--- src/rtl/io_uart_tx.sv ---
// Memory-mapped 8N1 UART transmitter on the MMU IO bus.
// TX FIFO feeds an IDLE/START/DATA/STOP serialiser.
module io_uart_tx #(
  parameter int          FIFO_DEPTH = 8,
  parameter logic [15:0] DIV_RESET  = 16'd434
) (
  input  logic        clk,
  input  logic        reset,
  input  logic [7:0]  io_addr,
  input  logic        io_en,
  input  logic        io_we,
  input  logic [31:0] io_data_write,
  output logic [31:0] io_data_read,
  output logic        txd,
  output logic        irq_tx_empty
);
  localparam int PW = $clog2(FIFO_DEPTH);
  localparam int CW = $clog2(FIFO_DEPTH + 1);

  typedef enum logic [1:0] {IDLE, START, DATA, STOP} state_t;

  state_t         state;
  logic [7:0]     mem [FIFO_DEPTH];
  logic [PW-1:0]  wr_ptr, rd_ptr;
  logic [CW-1:0]  count, count_nxt;
  logic [15:0]    divisor, divc, dm1;
  logic [2:0]     bitc;
  logic [7:0]     shift;
  logic           enable, overflow;
  logic           hit, wr, wr_tx, fifo_full, fifo_empty, push, pop, bit_end, idle_nxt;
  logic [1:0]     sel;
  logic [3:0]     cnt4;
  logic           unused_bits;

  assign unused_bits = ^{io_addr[1:0], io_data_write[31:16]};

  assign hit        = (io_addr[7:4] == 4'h0);
  assign sel        = io_addr[3:2];
  assign wr         = io_en & io_we & hit;
  assign wr_tx      = wr & (sel == 2'd0);
  assign fifo_full  = (count == CW'(FIFO_DEPTH));
  assign fifo_empty = (count == '0);
  assign push       = wr_tx & ~fifo_full;
  assign bit_end    = (divc == 16'd0);
  // A frame may start from IDLE or straight out of the last STOP cycle.
  assign pop        = enable & ~fifo_empty & ((state == IDLE) | ((state == STOP) & bit_end));
  assign idle_nxt   = ((state == IDLE) | ((state == STOP) & bit_end)) & ~pop;
  assign count_nxt  = count + CW'(push) - CW'(pop);
  assign dm1        = (divisor == 16'd0) ? 16'd0 : divisor - 16'd1;
  assign cnt4       = 4'(count);

  always_comb begin
    io_data_read = '0;
    if (io_en & ~io_we & hit) begin
      case (sel)
        2'd1:    io_data_read = {24'b0, cnt4, overflow, fifo_empty, fifo_full, state != IDLE};
        2'd2:    io_data_read = {16'b0, divisor};
        2'd3:    io_data_read = {31'b0, enable};
        default: io_data_read = '0;
      endcase
    end
  end

  always_ff @(posedge clk) begin
    if (push) mem[wr_ptr] <= io_data_write[7:0];
  end

  always_ff @(posedge clk or posedge reset) begin
    if (reset) begin
      divisor  <= DIV_RESET;
      enable   <= 1'b0;
      overflow <= 1'b0;
    end else begin
      if (wr & (sel == 2'd2)) divisor <= io_data_write[15:0];
      if (wr & (sel == 2'd3)) enable  <= io_data_write[0];
      if (wr_tx & fifo_full)                           overflow <= 1'b1;
      else if (wr & (sel == 2'd1) & io_data_write[3])  overflow <= 1'b0;
    end
  end

  always_ff @(posedge clk or posedge reset) begin
    if (reset) begin
      state        <= IDLE;
      txd          <= 1'b1;
      irq_tx_empty <= 1'b1;
      divc         <= '0;
      bitc         <= '0;
      shift        <= '0;
      count        <= '0;
      wr_ptr       <= '0;
      rd_ptr       <= '0;
    end else begin
      count        <= count_nxt;
      irq_tx_empty <= (count_nxt == '0) & idle_nxt;
      if (push) wr_ptr <= wr_ptr + PW'(1);
      if (pop) begin
        rd_ptr <= rd_ptr + PW'(1);
        shift  <= mem[rd_ptr];
        txd    <= 1'b0;
        divc   <= dm1;
        state  <= START;
      end else begin
        case (state)
          IDLE: txd <= 1'b1;
          START: begin
            if (bit_end) begin
              state <= DATA;
              txd   <= shift[0];
              bitc  <= '0;
              divc  <= dm1;
            end else divc <= divc - 16'd1;
          end
          DATA: begin
            if (bit_end) begin
              divc <= dm1;
              if (bitc == 3'd7) begin
                state <= STOP;
                txd   <= 1'b1;
              end else begin
                shift <= {1'b0, shift[7:1]};
                txd   <= shift[1];
                bitc  <= bitc + 3'd1;
              end
            end else divc <= divc - 16'd1;
          end
          STOP: begin
            if (bit_end) state <= IDLE;
            else         divc  <= divc - 16'd1;
          end
          default: state <= IDLE;
        endcase
      end
    end
  end
endmodule

--- config.mk ---
export PLATFORM = sky130hd
export DESIGN_NAME = io_uart_tx
export DESIGN_NICKNAME = d
export VERILOG_FILES = /design/src/rtl/io_uart_tx.sv
export SDC_FILE = /design/constraint.sdc
export NUM_CORES = 1
export LEC_CHECK = 0
export CAP_MARGIN = 20
export CORE_MARGIN = 2
export CORE_UTILIZATION = 51
export DETAILED_ROUTE_END_ITERATION = 10
export PLACE_DENSITY = 0.89
export SKIP_LAST_GASP = 1
export SYNTH_ARGS = -nofsm -noshare
export SYNTH_HDL_FRONTEND = slang
export SYNTH_SLANG_ARGS = --single-unit
--- constraint.sdc ---
create_clock -name clk -period 3.2 [get_ports clk]
set_clock_uncertainty 0.2 [all_clocks]
set_input_delay 0.64 -clock clk [delete_from_list [all_inputs] [get_ports clk]]
set_output_delay 0.64 -clock clk [all_outputs]
set_load 0.02 [all_outputs]
== After elaboration in Yosys (flattened, before gate mapping) ==
Memories as Yosys holds them, arrays and structs flattened.
Cells that the tools add are included.

* Flip-flop bits (word level): 59
* Bits in writable memories: 64
* Input port bits: 44
* Output and inout bits: 34
* Logic and storage cells: 109
* Memories: 1

* Add/subtract/negate cells: 7
* Equality and inequality tests: 17
* Muxes and demuxes: 30
* Bitwise operators: 21
* Reductions and logical operators: 21

{| class="wikitable"
|+ Memory list
! memory !! words !! bits a word !! read ports !! clocked after memory_dff !! write ports !! RTL line !! text
|-
| mem || 8 || 8 || 1 || 0 || 1 || 23 || <nowiki>logic [7:0] mem [FIFO_DEPTH];</nowiki>
|}

{| class="wikitable"
|+ Operators with widths
! kind !! count
|-
| two-way mux 16 bit || 5
|-
| case mux 16 bit (3 select lines) || 1
|-
| zero test 16 bit || 2
|-
| two-way mux 8 bit || 4
|-
| case mux 16 bit (2 select lines) || 1
|-
| subtractor 16 x 1 -> 16 bit (second input constant) || 2
|-
| bitwise AND 1 bit || 16
|-
| inequality test 3 bit (second input constant) || 5
|-
| zero test 4 bit || 3
|-
| two-way mux 2 bit || 5
|-
| AND reduction 5 bit || 2
|-
| nonzero test 2 bit || 5
|-
| adder 3 x 1 -> 3 bit (second input constant) || 3
|-
| two-way mux 3 bit || 3
|-
| == test 2 bit (second input constant) || 4
|-
| two-way mux 1 bit || 8
|-
| inequality test 2 bit (second input constant) || 4
|-
| nonzero test 4 bit || 2
|-
| case mux 2 bit (3 select lines) || 1
|-
| case mux 3 bit (2 select lines) || 1
|-
| AND reduction 3 bit || 2
|-
| adder 4 x 1 -> 4 bit || 1
|-
| == test 2 x 1 -> 1 bit (second input constant) || 2
|-
| == test 4 bit (second input constant) || 1
|-
| 9 further kinds || 13
|}

== Depth between registers and ports, before layout ==
* Depth after elaboration: 8
* Depth in mapped cells: 14
* Mapped depth without buffers: 12

== Least setup slack after synthesis ==
OpenSTA, ideal clock, no wires.

* Kind: register to register
* Start point: register divc[2]
* End point: register irq_tx_empty
* Library setup time: 0.082 ns
* Arrival time: 2.963 ns
* Data required time: 2.918 ns
* Setup slack: -0.044 ns
* Stages on the path, launching flop included: 14
* Path buffers: 2
* Period minus slack after synthesis: 3.244 ns
* Cell sequence: dfrtp_1 > nor4_1 > and3_1 > buf_2 > a31oi_1 > nor2_1 > buf_2 > xor2_1 > ha_1 > fa_1 > xor2_1 > nor3_1 > nand2_1 > nor3_1

* Cells in the longest elaborated chain, start to end: 7
* Elaborated cells on any way between the ends: 9
* Those cells by class: add/sub: 1; bitwise: 6; reduce/logical: 2

{| class="wikitable"
|+ RTL lines
! item !! RTL line !! text
|-
| start, declared || 26 || <nowiki>logic [15:0] divisor, divc, dm1;</nowiki>
|-
| start signal, assigned || 100 || <nowiki>divc <= dm1;</nowiki>
|-
| start signal, assigned || 110 || <nowiki>divc <= dm1;</nowiki>
|-
| start signal, assigned || 111 || <nowiki>end else divc <= divc - 16'd1;</nowiki>
|-
| zero test 16 bit || 44 || <nowiki>assign bit_end = (divc == 16'd0);</nowiki>
|-
| bitwise AND 1 bit || 46 || <nowiki>assign pop = enable & ~fifo_empty & ((state == IDLE) | ((state == STOP) & bit_end));</nowiki>
|-
| bitwise OR 1 bit || 46 ||
|-
| bitwise AND 1 bit || 46 ||
|-
| subtractor 4 x 1 -> 4 bit || 48 || <nowiki>assign count_nxt = count + CW'(push) - CW'(pop);</nowiki>
|-
| via count_nxt[2] || 25 || <nowiki>logic [CW-1:0] count, count_nxt;</nowiki>
|-
| zero test 4 bit || 94 || <nowiki>irq_tx_empty <= (count_nxt == '0) & idle_nxt;</nowiki>
|-
| bitwise AND 1 bit || 94 ||
|-
| end signal, assigned || 94 ||
|-
| end, declared || 15 || <nowiki>output logic irq_tx_empty</nowiki>
|}

The timed path passes the listed nets, and every way through them passes these cells.
A chain may end at the register's enable or synchronous reset.

== Final worst setup path ==
* Start point: input port io_addr[7]
* End point: output port io_data_read[3]

* Cells in the longest elaborated chain, start to end: 3

{| class="wikitable"
|+ RTL lines
! item !! RTL line !! text
|-
| start, declared || 9 || <nowiki>input logic [7:0] io_addr,</nowiki>
|-
| zero test 4 bit || 37 || <nowiki>assign hit = (io_addr[7:4] == 4'h0);</nowiki>
|-
| bitwise AND 1 bit || 54 || <nowiki>if (io_en & ~io_we & hit) begin</nowiki>
|-
| two-way mux 16 bit || 54 ||
|-
| end, declared || 13 || <nowiki>output logic [31:0] io_data_read,</nowiki>
|}

No other way between the ends.

==> impl_metrics.ini <==
[synth]
synth_seq_area_share = 0.543
synthCells = 512
ys_types = 66
synth-edff-count = 64
synthArstFlopShare = 0.480
synth_seq_cells = 123
synth_warnings = 0
synth.area.top_cells = edfxtp_1 31%, dfrtp_1 21%, mux4_2 5.7%
syn_area_per_cell_um2 = 12.3
syn_area_mm2 = 0.00628
synth_top_area_frac = 0.306
yosys_most_used_dff = edfxtp_1
synth_largest_area_cell = edfxtp_1

[floorplanning]
core_area_mm2 = 0.0120
rows = 40
pin_count = 78
die_area_mm2 = 0.0132
die_w_um = 115
start_util = 0.523
dieHeight_um = 115

[routing]
first_pass_iters = 5
ant_nets = 0
via_per_inst = 6.32
route.detailed.drc = 0
wl_per_cell_um = 21.3
drt_wl_total_mm = 15.9
vias = 4720
drt_iter0_markers = 386

[critical_path]
cp_max_fo = 8
r2r_slack_ns = 0.13
critPathKind = in2out
arrival_ns = 2.28
worstSetupStartpointType = input port
cp-end-kind = output pin
worstPathRequired_ns = 2.36

[timing]
relSlewSlack = 0.410
finalSetupViolCount = 0
finalSetupTns_ns = 0
setup_ws_ns = 0.0806
hold_viol = 0
min_period_ns = 3.12
fin_crit_sh = 0.975
rsz0062_at_grt = true
clock.fmax_ghz = 0.321
worst_slew_pin_slew_ns = 0.884
report.final.slew_viol_count = 0

[final_layout]
multi_input_area_mm2 = 0.00272
drive_gt1_frac = 0.250
area_growth_pct = 21.8
final_nets = 648
stdcell_count = 747
antenna_cells = 0
fin_area_mm2 = 0.00765
ff_latch_area_mm2 = 0.00341
nFillCells = 819

[clock_network]
clkSinkCount = 123
cts_setup_buffers = 0
numCtsBuffers = 17
cts_htree_levels = 4
clkTransAtPathRegs_ns = 0.06
clk-insertion-delay-late_ns = 0.42
root_buffer = clkbuf_16
tritoncts = yes
postCtsHoldBufs = 0
clk_path_buf_depth = 2

[outcome]
status = completed

[power]
p_per_area_mw_per_mm2 = 742
power_leakage_nw = 3.04
vdd_drop_max_v = 0.000418

[placement]
place_area_mm2 = 0.00700
hpwl_mm = 10.3
portBuffers = 43
dpl.cell_count = 715
pre_cts_ws_ns = -0.430
gp_congestion = 0.928

[global_routing]
grt_pass1_wl_mm = 25.5
grt_pass1_vias = 4765
grt_max_degree = 24
antenna_found_initial = 0
grt_overflow_total = 0
track_usage = 0.257

[job]
max_cap_violations = 0

[min_path]
hp-class = reg2reg
per-stage QoR:
step | total power (W) | hold WS (ns) | utilization
global route | 0.00592 | 0.354 | 0.637
floorplan | 0.00321 | 0.254 | -
global placement | 0.00354 | 0.270 | 0.583
finish | 0.00567 | 0.302 | 0.637
CTS | 0.00562 | 0.311 | 0.635
detailed placement | 0.00365 | 0.296 | 0.583
power breakdown:
part           total [W]  switching (W)  internal [W]  leakage [nW]
logic            0.00156       0.000868      0.000695          1.44
clock network    0.00192       0.000804       0.00111         0.288
registers        0.00219       0.000299       0.00190          1.31
critical path: stages:
cell and delay, ns:
clkdlybuf4s50_1 0.43, nor4_2 0.22, buf_4 0.15, nand3b_1 0.13, buf_4 0.20, nor2_1 0.15
dlygate4sd2_1 0.35
synth_stat cells, drive strengths merged, types with 4 or more instances:
cell	n
inv	16
nand3	9
a22oi	8
a21oi	15
nor4	7
nand2	34
xor2	7
dfrtp	52
mux4	16
mux2	22
nor3	21
edfxtp	64
nand2b	7
mux2i	27
or3	7
nor2	42
buf	29
xnor2	5
ha	16
nor2b	4
o21ai	20
dfstp	7
clkbuf	8
or4	7
and2	10
a2bb2oi	4
cells by family after synthesis:
| group | Yosys count | synth area share |
|---|---|---|
| simple gates | 163 | 0.138 |
| flops | 123 | 0.543 |
| compound gates | 78 | 0.0839 |
| mux | 65 | 0.140 |
| buf+inv | 53 | 0.0430 |
| fa+ha+maj | 17 | 0.0351 |
| xor+xnor | 12 | 0.0167 |
| other cells | 1 | 0.000597 |
state kept, by name, indices dropped and copies added (netlist names), 2 cells and up:
name / flops
divisor: 16
wr_ptr: 3
state: 2
rd_ptr: 3
cnt4: 4
bitc: 3
mem: 64
divc: 16
shift: 8
layout by cell type, fill, tap and decap left out, drive strengths merged, types with 4 or more instances in the layout:
master,n
conb,16
or3,7
nor3,21
clkbuf,19
mux2i,27
mux4,16
buf,42
nand2,34
or4,7
nor2,42
nand3,9
clkdlybuf4s15,4
dfstp,7
edfxtp,64
dfrtp,52
mux2,22
nand2b,7
a2bb2oi,4
inv,26
nor4,7
clkdlybuf4s50,25
nor2b,4
a22oi,8
ha,16
o21ai,20
xnor2,5
and2,10
a21oi,15
xor2,7
per-layer routing:
| metal | global-route usage | share of wire | up-vias |
|---|---|---|---|
| li1 | - | - | 2057 |
| met1 | 0.308 | 0.38 | 2331 |
| met2 | 0.437 | 0.51 | 260 |
| met3 | 0.0638 | 0.069 | 72 |
| met4 | 0.120 | 0.042 | 0 |
| met5 | 0 | 0 | - |
final timing paths:
| check | from | endpoint | cells after the start |
|---|---|---|---|
| min in group asynchronous | reset | bitc[1] | 2 |
| max | io_addr[7] | io_data_read[3] | 7 |
| max reg2reg | divc[2] | irq_tx_empty | 12 |
| min reg2reg | bitc[1] | bitc[1] | 2 |
| min | bitc[1] | bitc[1] | 2 |
| max in group asynchronous | reset | divisor[8] | 3 |
final cells by class:
type / count / share of cell area
flip-flops and latches: 123 / 0.446
multi-input cells: 351 / 0.355
repair buffers: 78 / 0.0890
clock buffers: 17 / 0.0556
well taps: 147 / 0.0241
clock inverters: 15 / 0.0223
inverters: 16 / 0.00785
what timing repair did:
| item | 4_1_cts | 5_1_grt |
|---|---|---|
| pin swaps | 0 | 2 |
| setup endpoints to repair | 17 | 17 |
| cloned | 0 | 0 |
| endpoints found under the hold margin | 0 | 0 |
| gates resized for setup | 35 | 38 |
No activity file was read; power rests on OpenSTA's default activity.
